`src/rtl/bus_arbiter_if.sv`:
```
// Bus-ownership handshake bundle: request/lock from the sources, grant and
// driver-select information back from the arbiter.
interface bus_arbiter_if #(
  parameter int unsigned NUM_REQ = 24,
  parameter int unsigned SEL_W   = 5
);
  logic [NUM_REQ-1:0] req;
  logic               lock;
  logic [NUM_REQ-1:0] grant;
  logic [SEL_W-1:0]   bus_sel;
  logic               bus_busy;
  logic               handover;

  // Requester side
  modport master (
    output req, lock,
    input  grant, bus_sel, bus_busy, handover
  );

  // Arbiter side
  modport slave (
    input  req, lock,
    output grant, bus_sel, bus_busy, handover
  );
endinterface

```
`src/rtl/bus_arbiter.sv`:
```
// Round-robin owner of the internal 32-bit bus. Grants one source at a time,
// bounds each owner's tenure while others wait, and lets a lock hold the
// current owner through multi-cycle atomic transfers.
module bus_arbiter #(
  parameter int unsigned NUM_REQ    = 24,
  parameter int unsigned SEL_W      = 5,
  parameter int unsigned MAX_TENURE = 4
) (
  input logic           clk,
  input logic           clear,
  bus_arbiter_if.slave  bus
);

  localparam logic [3:0]       TenMax  = 4'(MAX_TENURE);
  localparam logic [SEL_W-1:0] LastIdx = SEL_W'(NUM_REQ - 1);

  typedef enum logic [0:0] {StIdle, StBusy} state_e;

  state_e             r_state;
  logic [3:0]         r_tenure;
  logic [SEL_W-1:0]   r_last;
  logic [NUM_REQ-1:0] r_grant;
  logic [SEL_W-1:0]   r_sel;
  logic               r_busy;
  logic               r_handover;

  logic [NUM_REQ-1:0] w_req;
  logic               w_owner_req;
  logic               w_others;
  logic               w_pick_vld;
  logic [SEL_W-1:0]   w_pick;
  logic [NUM_REQ-1:0] w_pick_hot;

  assign w_req       = bus.req;
  assign w_owner_req = |(w_req & r_grant);
  assign w_others    = |(w_req & ~r_grant);
  assign w_pick_hot  = {{(NUM_REQ-1){1'b0}}, 1'b1} << w_pick;

  // Round-robin search starting just after the last owner; the owner itself
  // is visited last, so it only wins when nobody else is asking.
  always_comb begin : p_pick
    int unsigned idx;
    idx        = 0;
    w_pick_vld = 1'b0;
    w_pick     = '0;
    for (int unsigned k = 1; k <= NUM_REQ; k++) begin
      idx = (32'(r_last) + k) % NUM_REQ;
      if (!w_pick_vld && w_req[idx[SEL_W-1:0]]) begin
        w_pick_vld = 1'b1;
        w_pick     = idx[SEL_W-1:0];
      end
    end
  end

  // Ownership FSM with registered grant, select, busy and handover outputs.
  always_ff @(posedge clk or posedge clear) begin
    if (clear) begin
      r_state    <= StIdle;
      r_tenure   <= '0;
      r_last     <= LastIdx;
      r_grant    <= '0;
      r_sel      <= '0;
      r_busy     <= 1'b0;
      r_handover <= 1'b0;
    end else begin
      unique case (r_state)
        StIdle: begin
          r_handover <= 1'b0;
          if (w_pick_vld) begin
            r_state  <= StBusy;
            r_tenure <= 4'd1;
            r_last   <= w_pick;
            r_grant  <= w_pick_hot;
            r_sel    <= w_pick;
            r_busy   <= 1'b1;
          end
        end
        StBusy: begin
          if (!w_owner_req) begin
            // Release wins over lock and over tenure expiry.
            if (w_others) begin
              r_tenure   <= 4'd1;
              r_last     <= w_pick;
              r_grant    <= w_pick_hot;
              r_sel      <= w_pick;
              r_handover <= 1'b1;
            end else begin
              r_state    <= StIdle;
              r_tenure   <= '0;
              r_grant    <= '0;
              r_sel      <= '0;
              r_busy     <= 1'b0;
              r_handover <= 1'b0;
            end
          end else if (r_tenure >= TenMax && !bus.lock && w_others) begin
            r_tenure   <= 4'd1;
            r_last     <= w_pick;
            r_grant    <= w_pick_hot;
            r_sel      <= w_pick;
            r_handover <= 1'b1;
          end else begin
            r_handover <= 1'b0;
            if (r_tenure < TenMax) begin
              r_tenure <= r_tenure + 4'd1;
            end
          end
        end
        default: r_state <= StIdle;
      endcase
    end
  end

  assign bus.grant    = r_grant;
  assign bus.bus_sel  = r_sel;
  assign bus.bus_busy = r_busy;
  assign bus.handover = r_handover;

endmodule

```
`src/flat_wrapper.sv`:
```
// flat-port wrapper written by rule: the top's interface ports become plain ports
module bus_arbiter_flat 
#(
  parameter int unsigned NUM_REQ    = 24,
  parameter int unsigned SEL_W      = 5,
  parameter int unsigned MAX_TENURE = 4
)
  (clk, clear, bus_req, bus_lock, bus_grant, bus_bus_sel, bus_bus_busy, bus_handover);
  bus_arbiter_if #(.NUM_REQ(NUM_REQ), .SEL_W(SEL_W)) bus_i ();
  input logic clk;
  input logic clear;
  input wire logic [$bits(bus_i.req)-1:0] bus_req;
  input wire logic [$bits(bus_i.lock)-1:0] bus_lock;
  output wire logic [$bits(bus_i.grant)-1:0] bus_grant;
  output wire logic [$bits(bus_i.bus_sel)-1:0] bus_bus_sel;
  output wire logic [$bits(bus_i.bus_busy)-1:0] bus_bus_busy;
  output wire logic [$bits(bus_i.handover)-1:0] bus_handover;
  assign bus_i.req = bus_req;
  assign bus_i.lock = bus_lock;
  assign bus_grant = bus_i.grant;
  assign bus_bus_sel = bus_i.bus_sel;
  assign bus_bus_busy = bus_i.bus_busy;
  assign bus_handover = bus_i.handover;
  bus_arbiter #(.NUM_REQ(NUM_REQ), .SEL_W(SEL_W), .MAX_TENURE(MAX_TENURE)) u_core (.clk(clk), .clear(clear), .bus(bus_i));
endmodule
```
`config.mk`:
```
export PLATFORM = sky130hd
export DESIGN_NAME = bus_arbiter_flat
export DESIGN_NICKNAME = d
export VERILOG_FILES = /design/src/rtl/bus_arbiter_if.sv /design/src/rtl/bus_arbiter.sv /design/src/flat_wrapper.sv
export SDC_FILE = /design/constraint.sdc
export NUM_CORES = 1
export LEC_CHECK = 0
export ABC_AREA = 1
export CAP_MARGIN = 20
export CORE_ASPECT_RATIO = 1.2
export CORE_MARGIN = 2
export CORE_UTILIZATION = 40
export CTS_CLUSTER_SIZE = 20
export DETAILED_ROUTE_END_ITERATION = 12
export PLACE_DENSITY = 0.72
export REMOVE_ABC_BUFFERS = 1
export SYNTH_ARGS = -nofsm -noshare
export SYNTH_HDL_FRONTEND = slang
export SYNTH_SLANG_ARGS = --single-unit
```
`constraint.sdc`:
```
create_clock -name clk -period 4.5 [get_ports clk]
set_input_delay 1.125 -clock clk [delete_from_list [all_inputs] [get_ports clk]]
set_output_delay 1.125 -clock clk [all_outputs]
set_load 0.1 [all_outputs]
```
==> results of run 1 <==
[metal layers]
metal,global-route usage (%),share of wire (%)
met5,0,0
met4,22.6,8.5
met3,2.58,6.1
met2,52.4,47
met1,33.8,39
[metrics by stage]
stage	area, um^2	instances	utilization [%]
after floorplan	7620	1363	-
after global placement	10800	1976	55.4
after detailed placement	10800	1976	55.4
after CTS	11600	2015	59.5
after global routing	12100	2027	62.3
final	12100	2027	62.3
[area by class of cell]
cell class                      count  area [um^2]
Tap cell                          261          327
Clock buffer                        6          129
Fill cell                        1755         7330
Multi-Input combinational cell   1116         6530
Clock inverter                      2         35.0
Sequential cell                    41         1030
Inverter                          210          813
Timing Repair Buffer              391         3220
[final timing paths]
| check | startpoint | cells past startpoint | slack, ns | endpoint |
|---|---|---|---|---|
| hold / removal | u_core.bus.bus_sel[1]$_DFFE_PP0P_ | 2 | 0.50 | u_core.bus.bus_sel[1]$_DFFE_PP0P_ |
| hold reg to reg | u_core.bus.bus_sel[1]$_DFFE_PP0P_ | 2 | 0.50 | u_core.bus.bus_sel[1]$_DFFE_PP0P_ |
| min in group asynchronous | clear | 3 | 1.28 | u_core.bus.grant[12]$_DFFE_PP0P_ |
| max in group asynchronous | clear | 3 | 2.83 | u_core.r_last[3]$_DFFE_PP0P_ |
| setup reg to reg | u_core.r_last[2]$_DFFE_PP1P_ | 38 | -0.43 | u_core.bus.grant[1]$_DFFE_PP0P_ |
| setup / recovery | bus_req[20] | 29 | -0.50 | u_core.bus.grant[1]$_DFFE_PP0P_ |
[worst reg2reg max path, delay by kind of cell, from the launching register on]
| kind | cells | cell delay (ns) |
|---|---|---|
| adders and majority gates | 2 | 0.45 |
| and+or+nand+nor | 27 | 2.86 |
| AOI/OAI and AO/OA | 1 | 0.25 |
| buffers and inverters | 8 | 0.76 |
| DFF | 1 | 0.55 |
[state kept, by name, indices dropped and copies added (netlist names)]
register and cells:
u_core.bus.handover 1, u_core.bus.bus_sel 5, u_core.r_last 5, u_core.r_tenure 4, u_core.bus.grant 24, u_core.bus.bus_busy 1
u_core.r_state 1
[synthesized netlist by cell type (4+ instances only)]
library cell  number
clkbuf_1           5
a21oi_1           31
nor2_2             5
ha_1              46
buf_6              7
o21ai_1           28
nand2_1          459
nand2_2           13
a31oi_1           14
a22o_1             7
nand4_4            5
nor4_1             4
clkinv_1           6
dfstp_2            4
buf_2             10
o21ai_0           38
nor2_1           147
nor3b_1            5
nor2_8             4
dfrtp_1           37
o21bai_1           7
o22ai_1            9
nor3_1            10
nor2_4             6
inv_1            181
nand3b_1          11
nand4_1           28
buf_4              9
xor2_1            11
o211ai_1           8
nand3_2            4
nand2_4            4
or2_2              4
o21ai_2            4
inv_2             20
nand3_1          166
[kinds of logic after synthesis]
group	after synthesis
fa+ha+maj	46
xor+xnor	15
mux	2
flops	41
simple gates	883
compound gates	166
buf+inv	241
[repair_timing]
| item | in CTS | in global routing |
|---|---|---|
| endpoints found under the setup margin | 40 | 40 |
| gates cloned | 4 | 0 |
| gates resized for setup | 100 | 120 |
| buffers inserted | 27 | 12 |
| pin swaps | 46 | 59 |
| endpoints found under the hold margin | 0 | 0 |
==> out/results.txt, run 1 <==
die area - 0.0207 mm^2
DRT antenna net count - 0
Final Hold Fails - 0
CP max-delay cell - clkdlybuf4s50_1
I/O Buffers - 57
Final period util - 111%
DPL Wire Length - 24,800 um
Max FO, Critical Path - 4
largest family of logic cells by synthesized area - simple AND/OR/NAND/NOR gates
CP endpoint kind - flop
area delta synth->final - 54.2%
most common cell after layout, fill and taps aside - nand2_1
Setup crit start kind - primary input
WP data arrival - 5.23 ns
final worst setup slack - -0.501 ns
CTS tree - done
most frequent cells in the layout - nand2_1, buf_4, inv_1, nand3_1, nor2_1
fmax - 0.200 GHz
# IOs - 58
slew margin rel. - 33.9%
Routed wire per std cell - 16.0 um
number of global-route vias before repair - 10,349
Hold/Removal Path Class - reg2reg
CP Class - in2reg
Num CTS Buffers - 5
area share of the largest cell type after synthesis - 22.0%
critical path's top delay family - simple AND/OR/NAND/NOR gates
Setup violations, final - 40
ANT cells - 0
cells after synthesis - 1,394
final global-route overflow total - 0
share of cells above drive strength 1 - 33.1%
Avg Cell Area, Syn - 5.62 um^2
Die W - 132 um
final hold slack - 0.496 ns
clk root buf - clkbuf_16
Max-Cap Viols - 0
# DRC - 0
chip height - 157 um
Net count, final - 1,838
DR pass1 iterations - 6
row count - 56
DR iter-0 viols - 965
simple-gate share of the synthesized area - 51.3%
sequential share of the synthesized area - 13.2%
detailed-route via count - 10,865
Final Critical Period - 5.00 ns
Hold Buf Count CTS - 0
pin count of the biggest net entering global routing - 42
GRT Resource Usage Total - 29.8%
number of enable flip-flop cells after synthesis - 0
H-tree depth - 2
core area - 0.0194 mm^2
Synth Register Bits - 41
mapped cell area - 0.00784 mm^2
CP most frequent cell - nand3_1
violated checks - setup timing
Clock Tree Buf Depth - 2
Synth async-reset ratio - 100%
max-slew violation count - 0
Worst-Margin Slew - 0.989 ns
Via density - 5.36
mux contribution to synthesized area - 0.255%
clk slew on worst S/H paths - 0.06 ns
final worst clock skew - 0.0107 ns
Compound-Gate Fraction of Synth Area - 13.2%
prevailing post-synth register cell - dfrtp_1
WL final - 32,400 um
Syn. warnings - 0
Worst Path Buf+Inv - 4
clock latency on the worst-skew pair - 0.29 ns
adder-cell share of the synthesized area - 7.34%
status - complete, but fails checks
Yosys top cell by area - nand2_1
post-synth cell types - 63
worst endpoint required time - 4.73 ns
Area contributors post-synth - nand2_1, dfrtp_1, nand3_1
critical path's largest stage delay - 0.49 ns
routability congestion estimate - 1.07
initial antenna violation count - 0
XOR/XNOR share of the synthesized area - 1.87%
pre-CTS WS - -0.620 ns
Starting Density - 40.4%
clk sink count - 41
first-pass GRT wire length - 50,000 um
Setup TNS Final - -15.46 ns
RSZ-0062 raised after global routing - true
Power of run 1 is left out: the tool's default activity adds up to more than one toggle a clock period on the data nets, which glitch-free logic cannot reach.
==> inputs of run 2 (changes only) <==
GPL_TIMING_DRIVEN = 1   (was unset)
SLEW_MARGIN = 20   (was unset)
==> results of run 2 <==
Final layout, timing and power as in run 1 (identical DEF).
Power of run 2 is left out for the same reason.
